--- src/rtl/pcs_ctrl_pkg.sv ---
// Shared definitions for the 1000BASE-X link bring-up controller.
// Holds the controller state encodings and the code_sync_status polarity
// constants. SYNC_OK/SYNC_FAIL must match the values the synchronization
// block drives on code_sync_status.
package pcs_ctrl_pkg;

  typedef enum logic [2:0] {
    ST_IDLE       = 3'd0,
    ST_RESET_SYNC = 3'd1,
    ST_WAIT_SYNC  = 3'd2,
    ST_QUALIFY    = 3'd3,
    ST_LINK_UP    = 3'd4,
    ST_FAILED     = 3'd5
  } ctrl_state_e;

  localparam logic SYNC_OK   = 1'b1;
  localparam logic SYNC_FAIL = 1'b0;

endpackage

--- src/rtl/pcs_ctrl_timer.sv ---
// Clearable up-counter with a terminal-match output, shared by the timed
// states of the bring-up controller.
// Ports:
//   clk     - clock
//   rst_n_i - synchronous active-low reset, clears the count
//   clr_i   - synchronous clear (wins over en_i)
//   en_i    - count up by one
//   term_i  - terminal value to compare against
//   hit_o   - high while the current count equals term_i
module pcs_ctrl_timer #(
  parameter int W = 8
) (
  input  logic         clk,
  input  logic         rst_n_i,
  input  logic         clr_i,
  input  logic         en_i,
  input  logic [W-1:0] term_i,
  output logic         hit_o
);

  logic [W-1:0] cnt_q;

  always_ff @(posedge clk) begin
    if (!rst_n_i || clr_i) begin
      cnt_q <= '0;
    end else if (en_i) begin
      cnt_q <= cnt_q + W'(1);
    end
  end

  assign hit_o = (cnt_q == term_i);

endmodule

--- src/rtl/pcs_sync_ctrl.sv ---
// Link bring-up controller for the 1000BASE-X receive synchronization block.
// Pulses the sync block reset, latches its loopback setting, waits for code
// sync within a timeout, qualifies it for LINK_HOLD cycles, then reports
// link up. Losses of sync after link-up are counted; failed acquisitions
// are retried up to MAX_RETRY times before latching FAILED.
// Ports:
//   clk              - clock, all logic on posedge
//   mr_main_reset    - synchronous active-low reset
//   enable           - run bring-up; low forces IDLE
//   mr_loopback_req  - requested loopback, sampled only in IDLE
//   signal_detect    - PMD signal detect
//   code_sync_status - sync status from the synchronization block
//   sync_rst_n       - active-low reset to the synchronization block
//   sync_loopback    - latched loopback to the synchronization block
//   link_ok          - high in LINK_UP
//   link_fail        - high in FAILED
//   ctrl_state       - current state encoding
//   retry_cnt        - retries used in the current attempt sequence
//   loss_cnt         - saturating count of LINK_UP -> WAIT_SYNC drops
module pcs_sync_ctrl
  import pcs_ctrl_pkg::*;
#(
  parameter int RST_CYCLES   = 4,
  parameter int SYNC_TIMEOUT = 1024,
  parameter int LINK_HOLD    = 16,
  parameter int MAX_RETRY    = 3,
  parameter int CNT_W        = 8
) (
  input  logic             clk,
  input  logic             mr_main_reset,
  input  logic             enable,
  input  logic             mr_loopback_req,
  input  logic             signal_detect,
  input  logic             code_sync_status,
  output logic             sync_rst_n,
  output logic             sync_loopback,
  output logic             link_ok,
  output logic             link_fail,
  output logic [2:0]       ctrl_state,
  output logic [1:0]       retry_cnt,
  output logic [CNT_W-1:0] loss_cnt
);

  // Timer must hold the largest terminal value of the three timed states.
  localparam int TMR_MAX_A = (RST_CYCLES > SYNC_TIMEOUT) ? RST_CYCLES : SYNC_TIMEOUT;
  localparam int TMR_MAX   = (TMR_MAX_A > LINK_HOLD) ? TMR_MAX_A : LINK_HOLD;
  localparam int TMR_W     = $clog2(TMR_MAX + 1);

  ctrl_state_e      state_q, state_d;
  logic [1:0]       retry_q, retry_d;
  logic [CNT_W-1:0] loss_q, loss_d;
  logic             sync_rst_n_q;
  logic             loopback_q;
  logic             link_ok_q;
  logic             link_fail_q;

  logic             tmr_clr;
  logic             tmr_en;
  logic             tmr_hit;
  logic [TMR_W-1:0] tmr_term;

  pcs_ctrl_timer #(
    .W (TMR_W)
  ) u_timer (
    .clk     (clk),
    .rst_n_i (mr_main_reset),
    .clr_i   (tmr_clr),
    .en_i    (tmr_en),
    .term_i  (tmr_term),
    .hit_o   (tmr_hit)
  );

  // Terminal value depends on which timed state is using the counter.
  always_comb begin
    tmr_term = '0;
    case (state_q)
      ST_RESET_SYNC: tmr_term = TMR_W'(RST_CYCLES - 1);
      ST_WAIT_SYNC:  tmr_term = TMR_W'(SYNC_TIMEOUT - 1);
      ST_QUALIFY:    tmr_term = TMR_W'(LINK_HOLD - 1);
      default:       tmr_term = '0;
    endcase
  end

  always_comb begin
    state_d = state_q;
    retry_d = retry_q;
    loss_d  = loss_q;
    tmr_clr = 1'b0;
    tmr_en  = 1'b0;
    if (!enable) begin
      state_d = ST_IDLE;
      tmr_clr = 1'b1;
    end else begin
      case (state_q)
        ST_IDLE: begin
          retry_d = '0;
          tmr_clr = 1'b1;
          state_d = ST_RESET_SYNC;
        end
        ST_RESET_SYNC: begin
          if (tmr_hit) begin
            tmr_clr = 1'b1;
            state_d = ST_WAIT_SYNC;
          end else begin
            tmr_en = 1'b1;
          end
        end
        ST_WAIT_SYNC: begin
          // Sync checked first so it beats a timeout in the same cycle.
          if (code_sync_status == SYNC_OK) begin
            tmr_clr = 1'b1;
            state_d = ST_QUALIFY;
          end else if (!signal_detect && !loopback_q) begin
            // No light and no loopback: freeze so no retry is burned.
            tmr_en = 1'b0;
          end else if (tmr_hit) begin
            if (retry_q == 2'(MAX_RETRY)) begin
              state_d = ST_FAILED;
            end else begin
              retry_d = retry_q + 2'd1;
              tmr_clr = 1'b1;
              state_d = ST_RESET_SYNC;
            end
          end else begin
            tmr_en = 1'b1;
          end
        end
        ST_QUALIFY: begin
          if (code_sync_status == SYNC_FAIL) begin
            tmr_clr = 1'b1;
            state_d = ST_WAIT_SYNC;
          end else if (tmr_hit) begin
            retry_d = '0;
            tmr_clr = 1'b1;
            state_d = ST_LINK_UP;
          end else begin
            tmr_en = 1'b1;
          end
        end
        ST_LINK_UP: begin
          // Sync block is left running; it re-acquires on its own.
          if (code_sync_status == SYNC_FAIL) begin
            if (loss_q != {CNT_W{1'b1}}) begin
              loss_d = loss_q + CNT_W'(1);
            end
            tmr_clr = 1'b1;
            state_d = ST_WAIT_SYNC;
          end
        end
        ST_FAILED: begin
          tmr_clr = 1'b1;
        end
        default: begin
          state_d = ST_IDLE;
          tmr_clr = 1'b1;
        end
      endcase
    end
  end

  // Outputs are registered from the next state so they line up with state_q.
  always_ff @(posedge clk) begin
    if (!mr_main_reset) begin
      state_q      <= ST_IDLE;
      retry_q      <= '0;
      loss_q       <= '0;
      sync_rst_n_q <= 1'b0;
      loopback_q   <= 1'b0;
      link_ok_q    <= 1'b0;
      link_fail_q  <= 1'b0;
    end else begin
      state_q      <= state_d;
      retry_q      <= retry_d;
      loss_q       <= loss_d;
      sync_rst_n_q <= (state_d == ST_WAIT_SYNC) || (state_d == ST_QUALIFY) ||
                      (state_d == ST_LINK_UP);
      link_ok_q    <= (state_d == ST_LINK_UP);
      link_fail_q  <= (state_d == ST_FAILED);
      if (state_q == ST_IDLE) begin
        loopback_q <= mr_loopback_req;
      end
    end
  end

  assign sync_rst_n    = sync_rst_n_q;
  assign sync_loopback = loopback_q;
  assign link_ok       = link_ok_q;
  assign link_fail     = link_fail_q;
  assign ctrl_state    = state_q;
  assign retry_cnt     = retry_q;
  assign loss_cnt      = loss_q;

endmodule
--- config.mk ---
export PLATFORM = sky130hd
export DESIGN_NAME = pcs_sync_ctrl
export DESIGN_NICKNAME = d
export VERILOG_FILES = /design/src/rtl/pcs_ctrl_pkg.sv /design/src/rtl/pcs_ctrl_timer.sv /design/src/rtl/pcs_sync_ctrl.sv
export SDC_FILE = /design/constraint.sdc
export NUM_CORES = 1
export LEC_CHECK = 0
export BUFFER_PORTS_ARGS = -buffer_cell sky130_fd_sc_hd__buf_2
export CAP_MARGIN = 20
export CORE_ASPECT_RATIO = 0.5
export CORE_MARGIN = 4
export CORE_UTILIZATION = 43
export DETAILED_ROUTE_END_ITERATION = 10
export PLACE_DENSITY = 0.69
export REMOVE_ABC_BUFFERS = 1
export SLEW_MARGIN = 20
export SYNTH_ARGS = -nofsm -noshare
export SYNTH_HDL_FRONTEND = slang
export SYNTH_SLANG_ARGS = --single-unit
--- constraint.sdc ---
create_clock -name clk -period 2.4 [get_ports clk]
set_input_delay 0.24 -clock clk [delete_from_list [all_inputs] [get_ports clk]]
set_output_delay 0.24 -clock clk [all_outputs]
set_load 0.005 [all_outputs]
==> run_results.csv <==
group,metric,value,unit
timing,rsz0062_at_grt,"false",
placement,portBuffers,22,
clocking,cts.sinks,28,
cells_and_area,layout_commonest_cell,"dfxtp_1",
drt,drt.antenna.violating_nets,0,
global_routing,track_usage,14.4,%
drt,wl_per_cell,12.9,um
timing,finalMaxSlewViolations,0,
setup_path,cp-end-kind,"flip-flop",
logic_synthesis,ys_ff_latch,28,
drt,drt_iter0_markers,66,
timing,worst_slew_pin_slew,583,ps
logic_synthesis,synth_top_area_share,34.5,%
global_routing,grt_overflow,0,
pwr,ir_worst_vdd,0.224,mV
clocking,hold_buffers,0,
logic_synthesis,synth_cell_types,49,
cells_and_area,drive_gt1_share,21.7,%
run_status,status,"finished clean",
setup_path,worstSetupStartpointType,"flip-flop",
logic_synthesis,ys_warn_count,0,
logic_synthesis,ys_seq_area_share,34.5,%
clocking,clk_path_buf_depth,2,
logic_synthesis,synth.area.top_cells,"dfxtp_1, xor2_1, nor2_1",
drt,wl,3.27,mm
timing,slew_headroom,61.2,%
cells_and_area,area_growth,11.9,%
timing,hold_viol_final,0,
logic_synthesis,synth_area_per_cell,8.98,um^2
cells_and_area,final_util,51.6,%
setup_path,crit_arrival,2400,ps
drt,via_per_inst,5.40,
floorplanning,die_x,94.9,um
placement,dp_hpwl,2.50,mm
timing,fin_crit,2220,ps
floorplanning,dieArea,4890,um^2
clocking,h-tree-depth,1,
drt,first_pass_iters,4,
pwr,power.density,470,nW/um^2
global_routing,grt_pass1_wl,5.54,mm
floorplanning,die_height,51.5,um
clocking,cts_tree,"done",
floorplanning,initial_core_util,46.1,%
drt,drc,0,
timing,fin_ws,184,ps
placement,place_congestion,0.880,
floorplanning,io_pins,23,
clocking,clk_latency,280,ps
min_path,min_path_type,"input pin to flip-flop",
setup_path,path_class,"flip-flop to flip-flop",
clocking,cts_setup_buffers,0,
clocking,clkTransAtPathRegs,90,ps
logic_synthesis,synth-edff-count,0,
timing,fmax,451,MHz
placement,placed_area,1760,um^2
timing,setup_violations,0,
clocking,cts_buffers,3,
logic_synthesis,syn_inst,181,
job,maxCapViolations,0,
global_routing,grt_max_degree,16,
setup_path,crit_fanout,13,
logic_synthesis,synth_area,1630,um^2
logic_synthesis,synthFlopType,"dfxtp_1",
setup_path,reg2reg_slack,180,ps
logic_synthesis,async_flop_share,0,%
timing,period_share,92.3,%
floorplanning,fp-row-count,15,
cells_and_area,fin_nets,213,
cells_and_area,final_cell_mix,"dfxtp_1, buf_2, nor2_1",
timing,finalClockSkew,4.08,ps
timing,fin_tns_setup,0,ps
placement,pre_cts_slack,250,ps
pwr,leakagePower,0.735,nW
floorplanning,core,3530,um^2
setup_path,cp.required,2580,ps
global_routing,antenna_found_initial,0,
global_routing,grt_pass1_vias,1243,
cells_and_area,final_area,1820,um^2
cells_and_area,diodes,0,
logic_synthesis,synth_top_cell_by_area,"dfxtp_1",
clocking,cts-root-buf,"clkbuf_8",
drt,vias,1372,
clocking,cts_resized,0,
pwr,total_power,856,uW
[report_power, final]
part / internal [mW] / leakage (nW) / switching (mW) / total, mW
logic: 0.0335 / 0.480 / 0.0545 / 0.0880
clock network: 0.147 / 0.0288 / 0.148 / 0.295
registers: 0.468 / 0.226 / 0.00478 / 0.473
total: 0.649 / 0.735 / 0.207 / 0.856
[registers in the layout, indices dropped and copies added (netlist names)]
signal         cells
ctrl_state         3
link_fail          1
link_ok            1
loss_cnt           8
retry_cnt          2
sync_loopback      1
sync_rst_n         1
u_timer.cnt_q     11
[per-layer routing]
layer | wire length, um | vias to the layer above | global-route usage [%]
li1 | - | 696 | -
met1 | 1510 | 644 | 17.4
met2 | 1580 | 27 | 25.9
met3 | 141 | 5 | 3.09
met4 | 41 | 0 | 4.31
met5 | 0 | - | 0
[worst max-delay path, cell delays in order, from the launching register on]
cell and delay [ps]:
dfxtp_1 600, nand2b_4 170, nor4_4 300, o2111ai_2 370
a21oi_1 290, o21ai_0 150, a31o_1 240
[kinds of logic (layout without fill, tap and decap cells)]
| family | Yosys count | after routing | share of synthesized area [%] |
|---|---|---|---|
| compound gates | 25 | 25 | 11.6 |
| xor+xnor | 15 | 15 | 8.08 |
| fa+ha+maj | 3 | 3 | 2.31 |
| buf+inv | 11 | 33 | 4.70 |
| flops | 28 | 28 | 34.5 |
| mux | 8 | 8 | 5.47 |
| simple gates | 91 | 91 | 33.3 |
[worst paths after layout]
kind,cells past startpoint,to,start
min,3,sync_loopback,mr_loopback_req
min reg2reg,2,u_timer.cnt_q[1],u_timer.cnt_q[1]
max,6,retry_cnt[0],ctrl_state[1]
max reg2reg,6,retry_cnt[0],ctrl_state[1]
[Yosys cell counts (2+ instances only)]
library cell	n
a21boi_1	2
or2_2	2
a21boi_0	2
a21oi_1	4
nor4_4	2
nor2b_1	3
mux2i_1	4
buf_6	3
o21ai_0	4
a211oi_1	2
xor2_1	9
buf_4	3
and3_1	4
nand4_1	9
nand3_1	10
nand2_1	13
ha_1	3
dfxtp_1	28
o21bai_1	2
nor2_1	20
inv_1	3
mux2_2	3
nor3_1	6
or3_1	2
xnor2_1	6
and2_1	8
nor3b_1	2
[layout make-up]
| cell class | count | area (um^2) |
|---|---|---|
| clock buffer | 4 | 55.1 |
| fill | 342 | 1710 |
| inverter | 3 | 11.3 |
| multi-input combinational | 142 | 988 |
| sequential | 28 | 561 |
| tap | 51 | 63.8 |
| timing repair buffer | 26 | 140 |
[per-stage QoR]
step                      hold slack [ps]  instances
after global placement                483        250
after floorplan                       362        173
after detailed placement              500        250
after CTS                             224        254
after global routing                  242        254
final                                 225        254
(Power assumes the default switching activity.)
